[config.mk]
export PLATFORM = sky130hd
export DESIGN_NAME = hazard_ctrl
export DESIGN_NICKNAME = d
export VERILOG_FILES = /design/src/rtl/hazard_ctrl_pkg.sv /design/src/rtl/hazard_scoreboard.sv /design/src/rtl/hazard_ctrl.sv
export SDC_FILE = /design/constraint.sdc
export NUM_CORES = 1
export LEC_CHECK = 0
export CAP_MARGIN = 15
export CELL_PAD_IN_SITES_DETAIL_PLACEMENT = 1
export CELL_PAD_IN_SITES_GLOBAL_PLACEMENT = 2
export CORE_UTILIZATION = 33
export DETAILED_ROUTE_END_ITERATION = 6
export HOLD_SLACK_MARGIN = 0.06
export PLACE_DENSITY_LB_ADDON = 0.1
export SLEW_MARGIN = 15
export SYNTH_ARGS = -nofsm -noshare
export SYNTH_HDL_FRONTEND = slang
export SYNTH_SLANG_ARGS = --single-unit
[constraint.sdc]
create_clock -name clk_i_Hazard -period 3.2 [get_ports clk_i_Hazard]
set_input_delay 0.48 -clock clk_i_Hazard [delete_from_list [all_inputs] [get_ports clk_i_Hazard]]
set_output_delay 0.48 -clock clk_i_Hazard [all_outputs]
set_load 0.05 [all_outputs]
[src/rtl/hazard_ctrl_pkg.sv]
// Shared types and constants for the ID-stage hazard interlock.
// Holds the state encoding, register-address type, and default pipeline sizing.
package hazard_ctrl_pkg;

  localparam logic RstEnable = 1'b1;
  localparam logic WrtEnable = 1'b1;

  localparam int unsigned RegAddrW = 5;
  typedef logic [RegAddrW-1:0] reg_addr_t;

  localparam int unsigned HzPipeDepth   = 3;
  localparam int unsigned HzFlushCycles = 2;

  typedef enum logic [1:0] {
    HzRun   = 2'd0,
    HzStall = 2'd1,
    HzFlush = 2'd2
  } hz_state_e;

  // x0 is hardwired to zero, so it can never be a pending producer.
  function automatic logic src_hazard(logic used, reg_addr_t addr, logic blocked);
    return used && (addr != '0) && blocked;
  endfunction

endpackage

[src/rtl/hazard_scoreboard.sv]
// Per-register countdown scoreboard: loaded on issue, counts down to readable.
// With HAZARD_FWD_EN a late bit marks load producers so only load-use blocks.
module hazard_scoreboard
  import hazard_ctrl_pkg::*;
#(
  parameter int unsigned NUM_REGS   = 32,
  parameter int unsigned PIPE_DEPTH = HzPipeDepth
) (
  input  logic                clk_i_Hazard,
  input  logic                rst_i_Hazard,
  input  logic                load_en_i,
  input  reg_addr_t           load_addr_i,
`ifdef HAZARD_FWD_EN
  input  logic                load_late_i,
`endif
  input  reg_addr_t           rs1_i,
  input  reg_addr_t           rs2_i,
  output logic                rs1_block_o,
  output logic                rs2_block_o,
  output logic [NUM_REGS-1:0] busy_o
);

  localparam int unsigned CntW = $clog2(PIPE_DEPTH + 1);

  logic [CntW-1:0] cnt_q [NUM_REGS];
  logic [CntW-1:0] cnt_d [NUM_REGS];

  // A fresh load overrides the decrement of the same entry.
  always_comb begin
    for (int r = 0; r < NUM_REGS; r++) begin
      cnt_d[r] = cnt_q[r];
      if (cnt_q[r] != '0) cnt_d[r] = cnt_q[r] - CntW'(1);
      if (load_en_i && (r != 0) && (load_addr_i == RegAddrW'(r))) cnt_d[r] = CntW'(PIPE_DEPTH);
    end
  end

  always_ff @(posedge clk_i_Hazard) begin
    if (rst_i_Hazard == RstEnable) begin
      for (int r = 0; r < NUM_REGS; r++) cnt_q[r] <= '0;
    end else begin
      for (int r = 0; r < NUM_REGS; r++) cnt_q[r] <= cnt_d[r];
    end
  end

  always_comb begin
    for (int r = 0; r < NUM_REGS; r++) busy_o[r] = (cnt_q[r] != '0);
  end

`ifdef HAZARD_FWD_EN
  logic [NUM_REGS-1:0] late_q;

  always_ff @(posedge clk_i_Hazard) begin
    if (rst_i_Hazard == RstEnable) begin
      late_q <= '0;
    end else if (load_en_i && (load_addr_i != '0)) begin
      late_q[load_addr_i] <= load_late_i;
    end
  end

  // Forwarding covers everything except the cycle right after a load issues.
  assign rs1_block_o = (cnt_q[rs1_i] == CntW'(PIPE_DEPTH)) && late_q[rs1_i];
  assign rs2_block_o = (cnt_q[rs2_i] == CntW'(PIPE_DEPTH)) && late_q[rs2_i];
`else
  assign rs1_block_o = (cnt_q[rs1_i] != '0);
  assign rs2_block_o = (cnt_q[rs2_i] != '0);
`endif

endmodule

[src/rtl/hazard_ctrl.sv]
// Pipeline interlock and flush sequencer beside ID; drives stall/bubble/flush.
// Build option: HAZARD_FWD_EN reduces the interlock to a one-cycle load-use bubble.
module hazard_ctrl
  import hazard_ctrl_pkg::*;
#(
  parameter int unsigned NUM_REGS     = 32,
  parameter int unsigned PIPE_DEPTH   = HzPipeDepth,
  parameter int unsigned FLUSH_CYCLES = HzFlushCycles
) (
  input  logic                clk_i_Hazard,
  input  logic                rst_i_Hazard,
  input  logic                id_valid_i,
  input  reg_addr_t           id_rs1_i,
  input  reg_addr_t           id_rs2_i,
  input  logic                id_rs1_used_i,
  input  logic                id_rs2_used_i,
  input  reg_addr_t           id_rd_i,
  input  logic                id_regWrite_i,
  input  logic                id_memRead_i,
  input  logic                redirect_i,
  output logic                stall_o,
  output logic                bubble_o,
  output logic                flush_o,
  output logic                issue_o,
  output logic [NUM_REGS-1:0] busy_o
);

  localparam int unsigned FlushW = $clog2(FLUSH_CYCLES + 1);

  hz_state_e           state_q, state_d;
  logic [FlushW-1:0]   fcnt_q, fcnt_d;
  logic                rs1_block, rs2_block, hazard, in_reset, load_en;
  logic [NUM_REGS-1:0] busy_raw;

  assign in_reset = (rst_i_Hazard == RstEnable);
  assign load_en  = issue_o && (id_regWrite_i == WrtEnable) && (id_rd_i != '0);

  hazard_scoreboard #(
    .NUM_REGS   (NUM_REGS),
    .PIPE_DEPTH (PIPE_DEPTH)
  ) u_scoreboard (
    .clk_i_Hazard (clk_i_Hazard),
    .rst_i_Hazard (rst_i_Hazard),
    .load_en_i    (load_en),
    .load_addr_i  (id_rd_i),
`ifdef HAZARD_FWD_EN
    .load_late_i  (id_memRead_i),
`endif
    .rs1_i        (id_rs1_i),
    .rs2_i        (id_rs2_i),
    .rs1_block_o  (rs1_block),
    .rs2_block_o  (rs2_block),
    .busy_o       (busy_raw)
  );

`ifndef HAZARD_FWD_EN
  logic unused_mem_read;
  assign unused_mem_read = id_memRead_i;
`endif

  assign hazard = id_valid_i && (src_hazard(id_rs1_used_i, id_rs1_i, rs1_block) ||
                                 src_hazard(id_rs2_used_i, id_rs2_i, rs2_block));

  always_comb begin
    state_d = state_q;
    fcnt_d  = fcnt_q;
    if (redirect_i) begin
      state_d = HzFlush;
      fcnt_d  = FlushW'(FLUSH_CYCLES);
    end else begin
      case (state_q)
        HzRun:   if (hazard) state_d = HzStall;
        HzStall: if (!hazard) state_d = HzRun;
        HzFlush: begin
          if (fcnt_q <= FlushW'(1)) begin
            state_d = HzRun;
            fcnt_d  = '0;
          end else begin
            fcnt_d = fcnt_q - FlushW'(1);
          end
        end
        default: state_d = HzRun;
      endcase
    end
  end

  always_ff @(posedge clk_i_Hazard) begin
    if (in_reset) begin
      state_q <= HzRun;
      fcnt_q  <= '0;
    end else begin
      state_q <= state_d;
      fcnt_q  <= fcnt_d;
    end
  end

  // Priority: reset, then redirect/flush, then operand hazard.
  always_comb begin
    stall_o  = 1'b0;
    bubble_o = !id_valid_i;
    flush_o  = 1'b0;
    issue_o  = id_valid_i;
    if (in_reset) begin
      bubble_o = 1'b1;
      flush_o  = 1'b1;
      issue_o  = 1'b0;
    end else if (redirect_i || (state_q == HzFlush)) begin
      bubble_o = 1'b1;
      flush_o  = 1'b1;
      issue_o  = 1'b0;
    end else if (hazard) begin
      stall_o  = 1'b1;
      bubble_o = 1'b1;
      issue_o  = 1'b0;
    end
  end

  assign busy_o = in_reset ? '0 : busy_raw;

endmodule

==> impl_metrics.json <==
{
  "r2r_cells": 7,
  "io_pins": 59,
  "hold-worst-slack_ns": 0.4942,
  "place_area_um2": 5723,
  "max_freq_mhz": 319.8,
  "avgRoutedWirePerCell_um": 16.34,
  "netlist_instances": 658,
  "p_per_area_nw_per_um2": 957.2,
  "synth_edf_count": 0,
  "hold_violations": 0,
  "finalSetupTns_ns": 0,
  "crit_type": "input pin to output pin",
  "hold_buffers": 0,
  "die_w_um": 123.5,
  "cts_tree": "done",
  "yosysUniqueCellTypes": 51,
  "end_kind": "output pin",
  "drive_gt1_frac": 0.1150,
  "timing.final.ws_setup_ns": 0.07340,
  "initial_core_util": 0.3362,
  "drtIter0Drc": 140,
  "setup_viol": 0,
  "min_path_cells": 3,
  "cellLeakagePower_nw": 2.273,
  "finalNetCount": 773,
  "min_from": "rst_i_Hazard",
  "syn_to_final_growth_pct": 24.24,
  "core-area_um2": 14480,
  "wl_met1_mm": 7.107,
  "top_layer": "met4",
  "ys.flop_type": "dfxtp_1",
  "grt_start_max_net_pins": 101,
  "finClkSkew_ns": 0.008594,
  "slew_headroom": 0.5263,
  "clk_latency_ns": 0.35,
  "cts_root_buffer": "clkbuf_16",
  "syn_nets": 713,
  "syn_area_um2": 4868,
  "path_clk_slew_ns": 0.06,
  "post-route-period-util": 0.9771,
  "met2_length_mm": 7.016,
  "syn_avg_cell_area_um2": 7.399,
  "cap_violations": 0,
  "wirelength_mm": 14.81,
  "antenna_found_initial": 0,
  "start_kind": "input pin",
  "grt_pass1_wl_mm": 23.67,
  "fin_crit_ns": 3.127,
  "async_reset_ff_frac": 0,
  "slew_violations": 0,
  "die-area_um2": 15240,
  "drc": 0,
  "fin_util": 0.4177,
  "antenna_left": 0,
  "switching_share": 0.4582,
  "chipHeight_um": 123.5,
  "worstReg2RegEnd": "u_scoreboard.cnt_q[14][1]",
  "regToRegSetupSlack_ns": 0.76,
  "status": "complete, no violations",
  "hold_end": "fcnt_q[0]",
  "met3WireLength_um": 427,
  "synth_seq_cells": 68,
  "clk_path_buf_depth": 2,
  "drt-vias-per-instance": 5.068,
  "yosysWarnings": 0,
  "worst_pin_slew_ns": 0.7105,
  "portBuffers": 57,
  "h-tree-depth": 3,
  "hp-class": "input pin to flip-flop",
  "ys_seq_area_frac": 0.2796,
  "rows": 44,
  "power_frac_seq": 0.266,
  "crit_fanout": 9,
  "cts_buffers": 9,
  "place_ws_ns": -0.2332,
  "dr_total_vias": 4592,
  "power_switching_mw": 2.653,
  "grt_pass1_vias": 4589,
  "clockPowerShare": 0.162,
  "clock_sinks": 68,
  "cp.required_ns": 2.72,
  "grt_overflow_total": 0,
  "first_pass_iters": 4,
  "vdd_drop_max_v": 0.0003706,
  "diodes": 0,
  "arrival_ns": 2.65,
  "design_area_um2": 6048,
  "track_usage": 0.2077,
  "routabilityCongestion": 0.7866,
  "power.internal_mw": 3.136,
  "p_comb_frac": 0.572,
  "dp_hpwl_mm": 10.66,
  "rr_startpoint": "u_scoreboard.cnt_q[15][0]"
}
==> routing by layer <==
layer | up-vias | global-route usage
met3 | 13 | 0.02952
met4 | 0 | 0.07681
met5 | - | 0
li1 | 2320 | -
met1 | 2209 | 0.2662
met2 | 50 | 0.3516
==> cells in the final DEF, fill, tap and decap left out, types with 3 or more instances in the layout <==
cell type        instances
nor2_1                  82
dfxtp_1                 68
inv_1                   67
nand2b_1                61
o21ai_1                 55
clkdlybuf4s50_1         48
nand2_1                 45
o21ai_0                 38
ha_1                    32
nor3_1                  27
xnor2_1                 27
nand3_1                 24
buf_4                   24
a21oi_1                 16
nand3_2                 10
clkbuf_16                9
nor3b_1                  6
mux4_2                   5
xor2_1                   5
a31oi_1                  4
a211oi_1                 4
nor2b_1                  4
o22ai_2                  4
buf_12                   4
o21ai_2                  3
clkbuf_2                 3
==> timing repair <==
item                                    CTS  global route
endpoints found under the hold margin     0             0
gates cloned                              1             0
buffers inserted                          0             0
endpoints found under the setup margin    3             3
pin swaps                                 2             1
resized for setup                        10            12
==> power by group through the flow <==
stage | sequential [mW] | clock (mW) | combinational (mW)
6_report | 1.54 | 0.938 | 3.31
5_1_grt | 1.60 | 0.992 | 3.76
4_1_cts | 1.53 | 0.957 | 3.36
3_5_place_dp | 1.55 | 0 | 3.32
3_3_place_gp | 1.52 | 0 | 3.16
2_1_floorplan | 1.45 | 0 | 2.49
==> critical path, stage by stage <==
cell	delay, ns
dlygate4sd2_1	0.30
bufbuf_16	0.31
a31oi_1	0.13
mux4_2	0.48
nand4b_1	0.18
o2111ai_4	0.17
or3_4	0.43
buf_6	0.16
==> sequential cells by signal (all words and copies together) (netlist names) <==
signal and count:
fcnt_q 2, u_scoreboard.cnt_q 64, state_q 2
==> how the worst max path moves through the flow <==
stage / start / endpoint / slack [ns] / cells past startpoint
floorplan: id_rs1_i[1] / issue_o / 0.18 / 9
detailed placement: id_rs1_i[0] / issue_o / -0.23 / 10
global placement: id_rs1_i[2] / issue_o / -0.25 / 10
CTS: id_rs1_i[2] / bubble_o / 0.03 / 9
finish: id_rs2_i[0] / bubble_o / 0.07 / 8
global route: id_rs2_i[1] / stall_o / -0.0001 / 9
==> final cells by class <==
cell class | instances | area [um^2]
Fill cell | 1774 | 8431
Sequential cell | 68 | 1361
Inverter | 68 | 255.2
Clock inverter | 2 | 10.01
Multi-Input combinational cell | 486 | 3094
Tap cell | 184 | 230.2
Clock buffer | 13 | 260.3
Timing Repair Buffer | 85 | 837.1
==> cell families after synthesis <==
logic type | share of synthesized area
flip-flops | 0.2796
AND/OR/NAND/NOR | 0.2866
XOR/XNOR | 0.05757
multiplexers | 0.02390
buffers and inverters | 0.09586
adder cells (fa/ha/maj) | 0.08224
AO/OA/AOI/OAI | 0.1743
==> synthesized netlist by cell type (2+ instances only) <==
cell type,number,area share
a211oi_1,4,0.0062
a21oi_1,16,0.016
a311oi_1,2,0.0036
a31oi_1,4,0.0051
buf_1,2,0.0015
buf_2,7,0.0072
buf_4,3,0.0046
buf_6,6,0.014
clkbuf_1,17,0.013
dfxtp_1,68,0.28
ha_1,32,0.082
inv_1,68,0.052
mux4_2,4,0.019
nand2_1,45,0.035
nand2b_1,61,0.078
nand3_1,24,0.025
nand3_2,10,0.021
nand3b_1,2,0.0031
nand4b_1,2,0.0036
nor2_1,83,0.064
nor2b_1,4,0.0051
nor3_1,30,0.031
nor3b_1,7,0.011
nor4_1,2,0.0026
o211a_1,2,0.0041
o21ai_0,38,0.039
o21ai_1,55,0.057
o21ai_2,3,0.0054
o22ai_2,4,0.010
o31ai_1,2,0.0031
xnor2_1,27,0.049
xor2_1,5,0.0090
==> stage by stage <==
stage          std cells  power, mW
2_1_floorplan        658      3.939
3_3_place_gp         890      4.680
3_5_place_dp         890      4.871
4_1_cts              906      5.851
5_1_grt              906      6.351
6_report             906      5.789
(Power assumes the default switching activity.)
